===== config.mk =====
export PLATFORM = sky130hd
export DESIGN_NAME = axi_core_master_flat
export DESIGN_NICKNAME = d
export VERILOG_FILES = /design/src/rtl/BusPack.sv /design/src/rtl/Axi_ift.sv /design/src/rtl/axi_core_master.sv /design/src/flat_wrapper.sv
export SDC_FILE = /design/constraint.sdc
export NUM_CORES = 1
export LEC_CHECK = 0
export ABC_AREA = 1
export CAP_MARGIN = 40
export CORE_AREA = 3 3 188 190
export DETAILED_ROUTE_END_ITERATION = 10
export DIE_AREA = 0 0 191 193
export PLACE_DENSITY = 0.68
export SLEW_MARGIN = 40
export SYNTH_ARGS = -nofsm -noshare
export SYNTH_HDL_FRONTEND = slang
export SYNTH_SLANG_ARGS = --single-unit

===== constraint.sdc =====
create_clock -name clk -period 1.4 [get_ports clk]
set_input_delay 0.28 -clock clk [delete_from_list [all_inputs] [get_ports clk]]
set_output_delay 0.28 -clock clk [all_outputs]
set_load 0.01 [all_outputs]

===== src/rtl/BusPack.sv =====
// Shared types for the AXI memory pipeline: bus response codes and the core-side master FSM states.
package BusPack;

   typedef enum logic [1:0] {
      OKAY   = 2'b00,
      EXOKAY = 2'b01,
      SLVERR = 2'b10,
      DECERR = 2'b11
   } resp_t;

   // Also decoded by the verification monitor, so the encoding order matters.
   typedef enum logic [2:0] {
      IDLE,
      R_ADDR,
      R_DATA,
      W_REQ,
      W_RESP
   } AxiMasterState_t;

endpackage


===== src/rtl/Axi_ift.sv =====
// Five-channel AXI-style bus between the core master and the slave memory pipeline.
interface Axi_ift
   import BusPack::*;
#(
   parameter int ADDR_WIDTH = 64,
   parameter int DATA_WIDTH = 64
);

   logic                    r_request_valid;
   logic                    r_request_ready;
   logic [ADDR_WIDTH-1:0]   raddr;

   logic                    r_reply_valid;
   logic                    r_reply_ready;
   logic [DATA_WIDTH-1:0]   rdata;
   resp_t                   rresp;

   logic                    w_addr_request_valid;
   logic                    w_addr_request_ready;
   logic [ADDR_WIDTH-1:0]   waddr;

   logic                    w_data_request_valid;
   logic                    w_data_request_ready;
   logic [DATA_WIDTH-1:0]   wdata;
   logic [DATA_WIDTH/8-1:0] wstrb;

   logic                    w_reply_valid;
   logic                    w_reply_ready;
   resp_t                   bresp;

   modport Master (
      output r_request_valid, raddr, r_reply_ready,
      output w_addr_request_valid, waddr,
      output w_data_request_valid, wdata, wstrb,
      output w_reply_ready,
      input  r_request_ready, r_reply_valid, rdata, rresp,
      input  w_addr_request_ready, w_data_request_ready,
      input  w_reply_valid, bresp
   );

   modport Slave (
      input  r_request_valid, raddr, r_reply_ready,
      input  w_addr_request_valid, waddr,
      input  w_data_request_valid, wdata, wstrb,
      input  w_reply_ready,
      output r_request_ready, r_reply_valid, rdata, rresp,
      output w_addr_request_ready, w_data_request_ready,
      output w_reply_valid, bresp
   );

endinterface


===== src/rtl/axi_core_master.sv =====
// Single-outstanding load/store master: turns one core request into AXI channel traffic
// and returns read data or a write acknowledgement with the bus response code.
module axi_core_master
   import BusPack::*;
#(
   parameter int ADDR_WIDTH = 64,
   parameter int DATA_WIDTH = 64
) (
   input  logic                    clk,
   input  logic                    rstn,
   input  logic                    req_valid,
   output logic                    req_ready,
   input  logic                    req_wen,
   input  logic [ADDR_WIDTH-1:0]   req_addr,
   input  logic [DATA_WIDTH-1:0]   req_wdata,
   input  logic [DATA_WIDTH/8-1:0] req_wmask,
   output logic                    rsp_valid,
   output logic [DATA_WIDTH-1:0]   rsp_rdata,
   output resp_t                   rsp_resp,
   Axi_ift.Master                  mem_ift
);

   generate
      if ((ADDR_WIDTH != mem_ift.ADDR_WIDTH) || (DATA_WIDTH != mem_ift.DATA_WIDTH)) begin : gWidthCheck
         $fatal(1, "axi_core_master: ADDR_WIDTH/DATA_WIDTH do not match mem_ift");
      end
   endgenerate

   AxiMasterState_t         state_q, state_d;
   logic [ADDR_WIDTH-1:0]   addr_q, addr_d;
   logic [DATA_WIDTH-1:0]   wdata_q, wdata_d;
   logic [DATA_WIDTH/8-1:0] wmask_q, wmask_d;
   logic                    awDone_q, awDone_d;
   logic                    wDone_q, wDone_d;
   logic                    rspValid_q, rspValid_d;
   logic [DATA_WIDTH-1:0]   rspRdata_q, rspRdata_d;
   resp_t                   rspResp_q, rspResp_d;

   logic rReqFire, rRepFire, awFire, wFire, bFire;

   assign rReqFire = mem_ift.r_request_valid      & mem_ift.r_request_ready;
   assign rRepFire = mem_ift.r_reply_valid        & mem_ift.r_reply_ready;
   assign awFire   = mem_ift.w_addr_request_valid & mem_ift.w_addr_request_ready;
   assign wFire    = mem_ift.w_data_request_valid & mem_ift.w_data_request_ready;
   assign bFire    = mem_ift.w_reply_valid        & mem_ift.w_reply_ready;

   always_comb begin
      state_d    = state_q;
      addr_d     = addr_q;
      wdata_d    = wdata_q;
      wmask_d    = wmask_q;
      awDone_d   = awDone_q;
      wDone_d    = wDone_q;
      rspValid_d = 1'b0;
      rspRdata_d = rspRdata_q;
      rspResp_d  = rspResp_q;

      case (state_q)
         IDLE: begin
            if (req_valid) begin
               addr_d   = req_addr;
               wdata_d  = req_wdata;
               wmask_d  = req_wmask;
               awDone_d = 1'b0;
               wDone_d  = 1'b0;
               state_d  = req_wen ? W_REQ : R_ADDR;
            end
         end
         R_ADDR: begin
            if (rReqFire) state_d = R_DATA;
         end
         R_DATA: begin
            if (rRepFire) begin
               rspValid_d = 1'b1;
               rspRdata_d = mem_ift.rdata;
               rspResp_d  = mem_ift.rresp;
               state_d    = IDLE;
            end
         end
         W_REQ: begin
            // Address and data channels complete independently, in any order or together.
            if (awFire) awDone_d = 1'b1;
            if (wFire)  wDone_d  = 1'b1;
            if (awDone_d && wDone_d) state_d = W_RESP;
         end
         W_RESP: begin
            if (bFire) begin
               rspValid_d = 1'b1;
               rspRdata_d = '0;
               rspResp_d  = mem_ift.bresp;
               state_d    = IDLE;
            end
         end
         default: state_d = IDLE;
      endcase
   end

   always_ff @(posedge clk) begin
      if (!rstn) begin
         state_q    <= IDLE;
         addr_q     <= '0;
         wdata_q    <= '0;
         wmask_q    <= '0;
         awDone_q   <= 1'b0;
         wDone_q    <= 1'b0;
         rspValid_q <= 1'b0;
         rspRdata_q <= '0;
         rspResp_q  <= OKAY;
      end else begin
         state_q    <= state_d;
         addr_q     <= addr_d;
         wdata_q    <= wdata_d;
         wmask_q    <= wmask_d;
         awDone_q   <= awDone_d;
         wDone_q    <= wDone_d;
         rspValid_q <= rspValid_d;
         rspRdata_q <= rspRdata_d;
         rspResp_q  <= rspResp_d;
      end
   end

   // Valids depend only on registered state, so they never wait on a ready.
   assign req_ready                    = (state_q == IDLE);
   assign mem_ift.r_request_valid      = (state_q == R_ADDR);
   assign mem_ift.raddr                = addr_q;
   assign mem_ift.r_reply_ready        = (state_q == R_DATA);
   assign mem_ift.w_addr_request_valid = (state_q == W_REQ) && !awDone_q;
   assign mem_ift.waddr                = addr_q;
   assign mem_ift.w_data_request_valid = (state_q == W_REQ) && !wDone_q;
   assign mem_ift.wdata                = wdata_q;
   assign mem_ift.wstrb                = wmask_q;
   assign mem_ift.w_reply_ready        = (state_q == W_RESP);

   assign rsp_valid = rspValid_q;
   assign rsp_rdata = rspRdata_q;
   assign rsp_resp  = rspResp_q;

endmodule


===== src/flat_wrapper.sv =====
// flat-port wrapper written by rule: the top's interface ports become plain ports
module axi_core_master_flat import BusPack::*;
#(
   parameter int ADDR_WIDTH = 64,
   parameter int DATA_WIDTH = 64
)
  (clk, rstn, req_valid, req_ready, req_wen, req_addr, req_wdata, req_wmask, rsp_valid, rsp_rdata, rsp_resp, mem_ift_r_request_valid, mem_ift_raddr, mem_ift_r_reply_ready, mem_ift_w_addr_request_valid, mem_ift_waddr, mem_ift_w_data_request_valid, mem_ift_wdata, mem_ift_wstrb, mem_ift_w_reply_ready, mem_ift_r_request_ready, mem_ift_r_reply_valid, mem_ift_rdata, mem_ift_rresp, mem_ift_w_addr_request_ready, mem_ift_w_data_request_ready, mem_ift_w_reply_valid, mem_ift_bresp);
  Axi_ift #(.ADDR_WIDTH(ADDR_WIDTH), .DATA_WIDTH(DATA_WIDTH)) mem_ift_i ();
  input  logic clk;
  input  logic rstn;
  input  logic req_valid;
  output logic req_ready;
  input  logic req_wen;
  input  logic [ADDR_WIDTH-1:0] req_addr;
  input  logic [DATA_WIDTH-1:0] req_wdata;
  input  logic [DATA_WIDTH/8-1:0] req_wmask;
  output logic rsp_valid;
  output logic [DATA_WIDTH-1:0] rsp_rdata;
  output resp_t rsp_resp;
  output wire logic [$bits(mem_ift_i.r_request_valid)-1:0] mem_ift_r_request_valid;
  output wire logic [$bits(mem_ift_i.raddr)-1:0] mem_ift_raddr;
  output wire logic [$bits(mem_ift_i.r_reply_ready)-1:0] mem_ift_r_reply_ready;
  output wire logic [$bits(mem_ift_i.w_addr_request_valid)-1:0] mem_ift_w_addr_request_valid;
  output wire logic [$bits(mem_ift_i.waddr)-1:0] mem_ift_waddr;
  output wire logic [$bits(mem_ift_i.w_data_request_valid)-1:0] mem_ift_w_data_request_valid;
  output wire logic [$bits(mem_ift_i.wdata)-1:0] mem_ift_wdata;
  output wire logic [$bits(mem_ift_i.wstrb)-1:0] mem_ift_wstrb;
  output wire logic [$bits(mem_ift_i.w_reply_ready)-1:0] mem_ift_w_reply_ready;
  input wire logic [$bits(mem_ift_i.r_request_ready)-1:0] mem_ift_r_request_ready;
  input wire logic [$bits(mem_ift_i.r_reply_valid)-1:0] mem_ift_r_reply_valid;
  input wire logic [$bits(mem_ift_i.rdata)-1:0] mem_ift_rdata;
  input wire logic [$bits(mem_ift_i.rresp)-1:0] mem_ift_rresp;
  input wire logic [$bits(mem_ift_i.w_addr_request_ready)-1:0] mem_ift_w_addr_request_ready;
  input wire logic [$bits(mem_ift_i.w_data_request_ready)-1:0] mem_ift_w_data_request_ready;
  input wire logic [$bits(mem_ift_i.w_reply_valid)-1:0] mem_ift_w_reply_valid;
  input wire logic [$bits(mem_ift_i.bresp)-1:0] mem_ift_bresp;
  assign mem_ift_r_request_valid = mem_ift_i.r_request_valid;
  assign mem_ift_raddr = mem_ift_i.raddr;
  assign mem_ift_r_reply_ready = mem_ift_i.r_reply_ready;
  assign mem_ift_w_addr_request_valid = mem_ift_i.w_addr_request_valid;
  assign mem_ift_waddr = mem_ift_i.waddr;
  assign mem_ift_w_data_request_valid = mem_ift_i.w_data_request_valid;
  assign mem_ift_wdata = mem_ift_i.wdata;
  assign mem_ift_wstrb = mem_ift_i.wstrb;
  assign mem_ift_w_reply_ready = mem_ift_i.w_reply_ready;
  assign mem_ift_i.r_request_ready = mem_ift_r_request_ready;
  assign mem_ift_i.r_reply_valid = mem_ift_r_reply_valid;
  assign mem_ift_i.rdata = mem_ift_rdata;
  assign mem_ift_i.rresp = mem_ift_rresp;
  assign mem_ift_i.w_addr_request_ready = mem_ift_w_addr_request_ready;
  assign mem_ift_i.w_data_request_ready = mem_ift_w_data_request_ready;
  assign mem_ift_i.w_reply_valid = mem_ift_w_reply_valid;
  assign mem_ift_i.bresp = mem_ift_bresp;
  axi_core_master #(.ADDR_WIDTH(ADDR_WIDTH), .DATA_WIDTH(DATA_WIDTH)) u_core (.clk(clk), .rstn(rstn), .req_valid(req_valid), .req_ready(req_ready), .req_wen(req_wen), .req_addr(req_addr), .req_wdata(req_wdata), .req_wmask(req_wmask), .rsp_valid(rsp_valid), .rsp_rdata(rsp_rdata), .rsp_resp(rsp_resp), .mem_ift(mem_ift_i));
endmodule

==> results.md <==
Outcome:
- The run finished, with violations left.
- The final reports fail on negative setup slack.

Timing:
- The count of pins over their slew limit is 0.
- Setup repair after global routing could not meet its margin everywhere.
- The count of endpoints failing hold in the final timing report is 0.
- Setup violations remaining at the end of the flow were counted as approximately 220.
- Static timing analysis puts the maximum clock frequency at 0.5905 GHz.
- The worst pin sits at a relative slew slack of 70.46%.
- Between clock sinks in the finished design, the worst skew comes to ~7 ps.
- The least setup slack across all paths after layout is -293.3 ps.
- The worst path in the final design needs a cycle of 1693 ps, including I/O delays and setup.
- The pin slew with the least headroom to its limit is ~440 ps.
- In the finished design, the share of the clock period the worst path needs comes to 121.0%.

Synthesis:
- After synthesis, the share of cell area in mux cells is 0%.
- For this run, asynchronously set or reset flops after synthesis account for 0%.
- The number of distinct library cells after synthesis is 23.
- Among all cell types in the netlist, the one instantiated most often is nand2_1.
- The area share of the largest cell type after synthesis is 51.67%.
- The Yosys step of the flow raised 0 warnings.
- By area the synthesized netlist is led by dfxtp_1, nand2_1, a21oi_1.
- The synthesized-area fraction occupied by and/or/nand/nor cells is between 15 and 20%.
- The register bit count reported by yosys is 208.
- The most frequently used flop master after synthesis is dfxtp_1.
- After synthesis, the largest family of logic cells by area is simple AND/OR/NAND/NOR gates.
- Dividing the synthesized area by the synthesized cell count gives approximately 8.0 µm².
- The leading area contributor after synthesis is dfxtp_1.
- The xor/xnor share of the synthesized area is 0%.
- After synthesis the cells add up to 8059 µm².
- Synthesis produced 1012 cells.
- The portion of the post-synthesis area used by sequential elements is between 50 and 60%.
- After Yosys synthesis, full adders, half adders and majority gates account for 0% of the synthesized area.
- When the netlist entered floorplanning its net count stood at 1225.
- The synthesized design contains 0 enable-type register cells.
- The compound-gate portion of the synthesized area is 17.78%.
- By count the netlist is led by nand2_1, dfxtp_1, a21oi_1.

Global route:
- The number of global-route vias before repair is 8530.
- Global routing used between 10% and 20% of the available met1 tracks.
- The final global-route overflow total is 0.
- The busiest layer in global routing is met2.
- The first global-routing pass estimated 46540 µm of wire.
- The met3 track demand over resource in global routing is 4.900%.
- Entering global routing, the biggest net connects 62 pins.
- The number of antenna violations at the first check in global routing is 2.
- The aggregate global-route resource usage is roughly 16%.
- The routing usage on met2 is 28.64%.

Layout:
- After the last flow step, the layout net total stands at around 1700.
- The area growth from synthesis to layout is 86.91%.
- Summing all non-filler instances in the final layout gives an area of 15060 µm².
- The layout filler cell count is 3217.
- The ratio of cells with drive above 1 in the final layout is 36.50%.
- Once layout is complete, the cells apart from fillers number 1943.

Floorplan:
- The width of the die is approximately 190 µm.
- The floorplan step defined a die boundary enclosing 36860 µm².
- The placement row count is 67.
- The core footprint is around 34000 µm².
- The number of top-level pins is 486.
- The effective utilization at floorplan is 23.97%.
- The die boundary height is 193 µm.

Clock network:
- The buffer cell driving the clock tree root is clkbuf_16.
- Clock-pin slew was measured on the worst setup and hold paths at 70 ps.
- Buffers inserted during clock tree synthesis total 24.
- The number of sinks driven by the clock tree is 208.
- No sink is reached through more buffers than the 3 on the longest clock path.
- The H-tree level count is 1.
- The source-to-sink clock delay at the later pin of the worst-skew pair is 510 ps.
- TritonCTS built the clock tree.

Drt:
- The DRC violations left is 0.
- The via count normalized by instance count is 4.457.
- The violation count after the first detailed-route iteration is 308.
- The via total after detailed routing is 8660.
- The number of iterations in the first detailed-routing pass is 4.
- The routed design has 34300 µm of wire.
- Dividing the detail-routed wire length by the instance count gives 17.65 µm.
- Once detail routing completed, the nets flagged for antenna violations numbered 0.

Pwr:
- The worst voltage drop across the vdd grid is 0.0009077 V.
- The overall power consumption is just under 30 mW.
- The power spent charging and discharging nets is around 11 mW.
- Of the total power, combinational logic draws ~48%.
- Dividing total power by cell area gives a power density of 1927 nW/µm².
- The internal power of the cells is around 18 mW.
- The sequential fraction of design power is between 20 and 30%.
- In this run switching power makes up 36.30% of total power.
- The part of the power in the clock network is between 20% and 30%.
- The total leakage power is 5.979 nW.

Setup path:
- The maximum fanout encountered on the critical timing path is 7.
- The type of the setup path with the least slack is register to register.
- Data arrives at the worst endpoint at 2120 ps.
- The setup slack of the worst register-to-register path is -290 ps.
- The data required time at the worst endpoint is between 1500 and 2000 ps.
- The nature of the critical path startpoint is a register.
- The nature of the critical path endpoint is a register.

Worst hold path:
- The worst min-delay path category is input pin to register.

Place:
- In this run the tool buffered the top-level ports with 485 buffer cells.
- The number of placed cells counting well taps is roughly 1900.
- Routability-driven placement finished with a final weighted congestion of just over 0.8.
- The placed wire-length estimate is ~22000 µm.
- In this run the cell area measured after placement is about 13000 µm².

Job:
- The count of maximum capacitance violations is 0.
[flip-flops by register name, indices dropped and copies added, names as in the netlist]
signal	flops
u_core.mem_ift.raddr	64
u_core.mem_ift.wdata	64
u_core.mem_ift.wstrb	8
u_core.state_q	3
u_core.wDone_q	1
u_core.rsp_valid	1
u_core.awDone_q	1
u_core.rsp_resp	2
u_core.rsp_rdata	64
[per-layer routing]
layer  vias up  part of all wire [%]
li1       4156                     -
met1      4077                    38
met2       364                    51
met3        63                   8.4
met4         0                   2.7
met5         -                     0
[cells in the final DEF, fill, tap and decap left out, drive strengths merged]
cell,instances
and3,2
nand2,293
dlygate4sd2,1
clkdlybuf4s15,182
a21oi,200
clkinv,7
nor2,78
dfxtp,208
clkdlybuf4s50,211
bufinv,2
nand3,6
nand3b,2
o21ai,66
buf,155
nand4,3
clkbuf,57
diode,2
nor3,2
inv,17
bufbuf,1
[power groups by stage]
stage / Sequential, mW / Clock [mW] / Combinational (mW)
2_1_floorplan: 9.13 / 0 / 5.12
3_3_place_gp: 8.51 / 0 / 11.4
3_5_place_dp: 8.56 / 0 / 11.5
4_1_cts: 8.57 / 6.62 / 11.6
5_1_grt: 8.87 / 6.91 / 14.9
6_report: 8.67 / 6.49 / 13.9
[cell type report]
type	count	area [µm²]	share of cell area (%)
clock inverter	8	90.09	0.5981
multi-input combinational	652	3302	21.92
tap	448	560.5	3.721
timing repair inverter	3	31.28	0.2077
timing repair buffer	571	5995	39.80
antenna	2	5.005	0.03323
inverter	15	90.09	0.5981
sequential	208	4262	28.29
clock buffer	36	728.2	4.834
[final timing paths]
check                                         startpoint                       end  cells after the start
worst max-delay path                   u_core.state_q[0]      u_core.rsp_rdata[19]                      8
worst min-delay path                                rstn      u_core.rsp_rdata[51]                      4
worst max register to register         u_core.state_q[0]      u_core.rsp_rdata[19]                      8
worst min register to register  u_core.mem_ift.wdata[51]  u_core.mem_ift.wdata[51]                      2
[stage by stage]
stage | util (%) | hold slack (ps) | worst slack [ps] | setup TNS, ps
CTS | 42.20 | 197.9 | -297.5 | -17680
global route | 44.81 | 211.8 | -336.6 | -50750
detailed placement | 39.12 | 455.4 | -269.8 | -41990
global placement | 39.12 | 449.7 | -256.5 | -40070
floorplan | - | 406.5 | 14.57 | 0
finish | 44.81 | 209.2 | -293.3 | -30030
[cell families (layout without fill, tap and decap cells)]
group,count (synthesis),in the layout
AO/OA/AOI/OAI,266,266
AND/OR/NAND/NOR,386,386
other,0,2
flip-flops,208,208
buffers and inverters,152,633
[worst max-delay path: stages (launching register included)]
cell	delay, ps
dfxtp_4	390
nor3_4	290
buf_6	160
nand2_4	70
nand2_8	160
buf_8	160
buf_12	130
o21ai_1	60
nor2_1	190
[timing repair]
| item | in CTS | in global routing |
|---|---|---|
| endpoints found under the setup margin | 475 | 394 |
| gates resized for setup | 948 | 141 |
| setup buffers | 8 | 6 |
| pin swaps | 5 | 36 |
| hold buffers | 0 | 0 |
| cloned | 5 | 23 |
| endpoints found under the hold margin | 0 | 0 |
(Power assumes the default switching activity.)
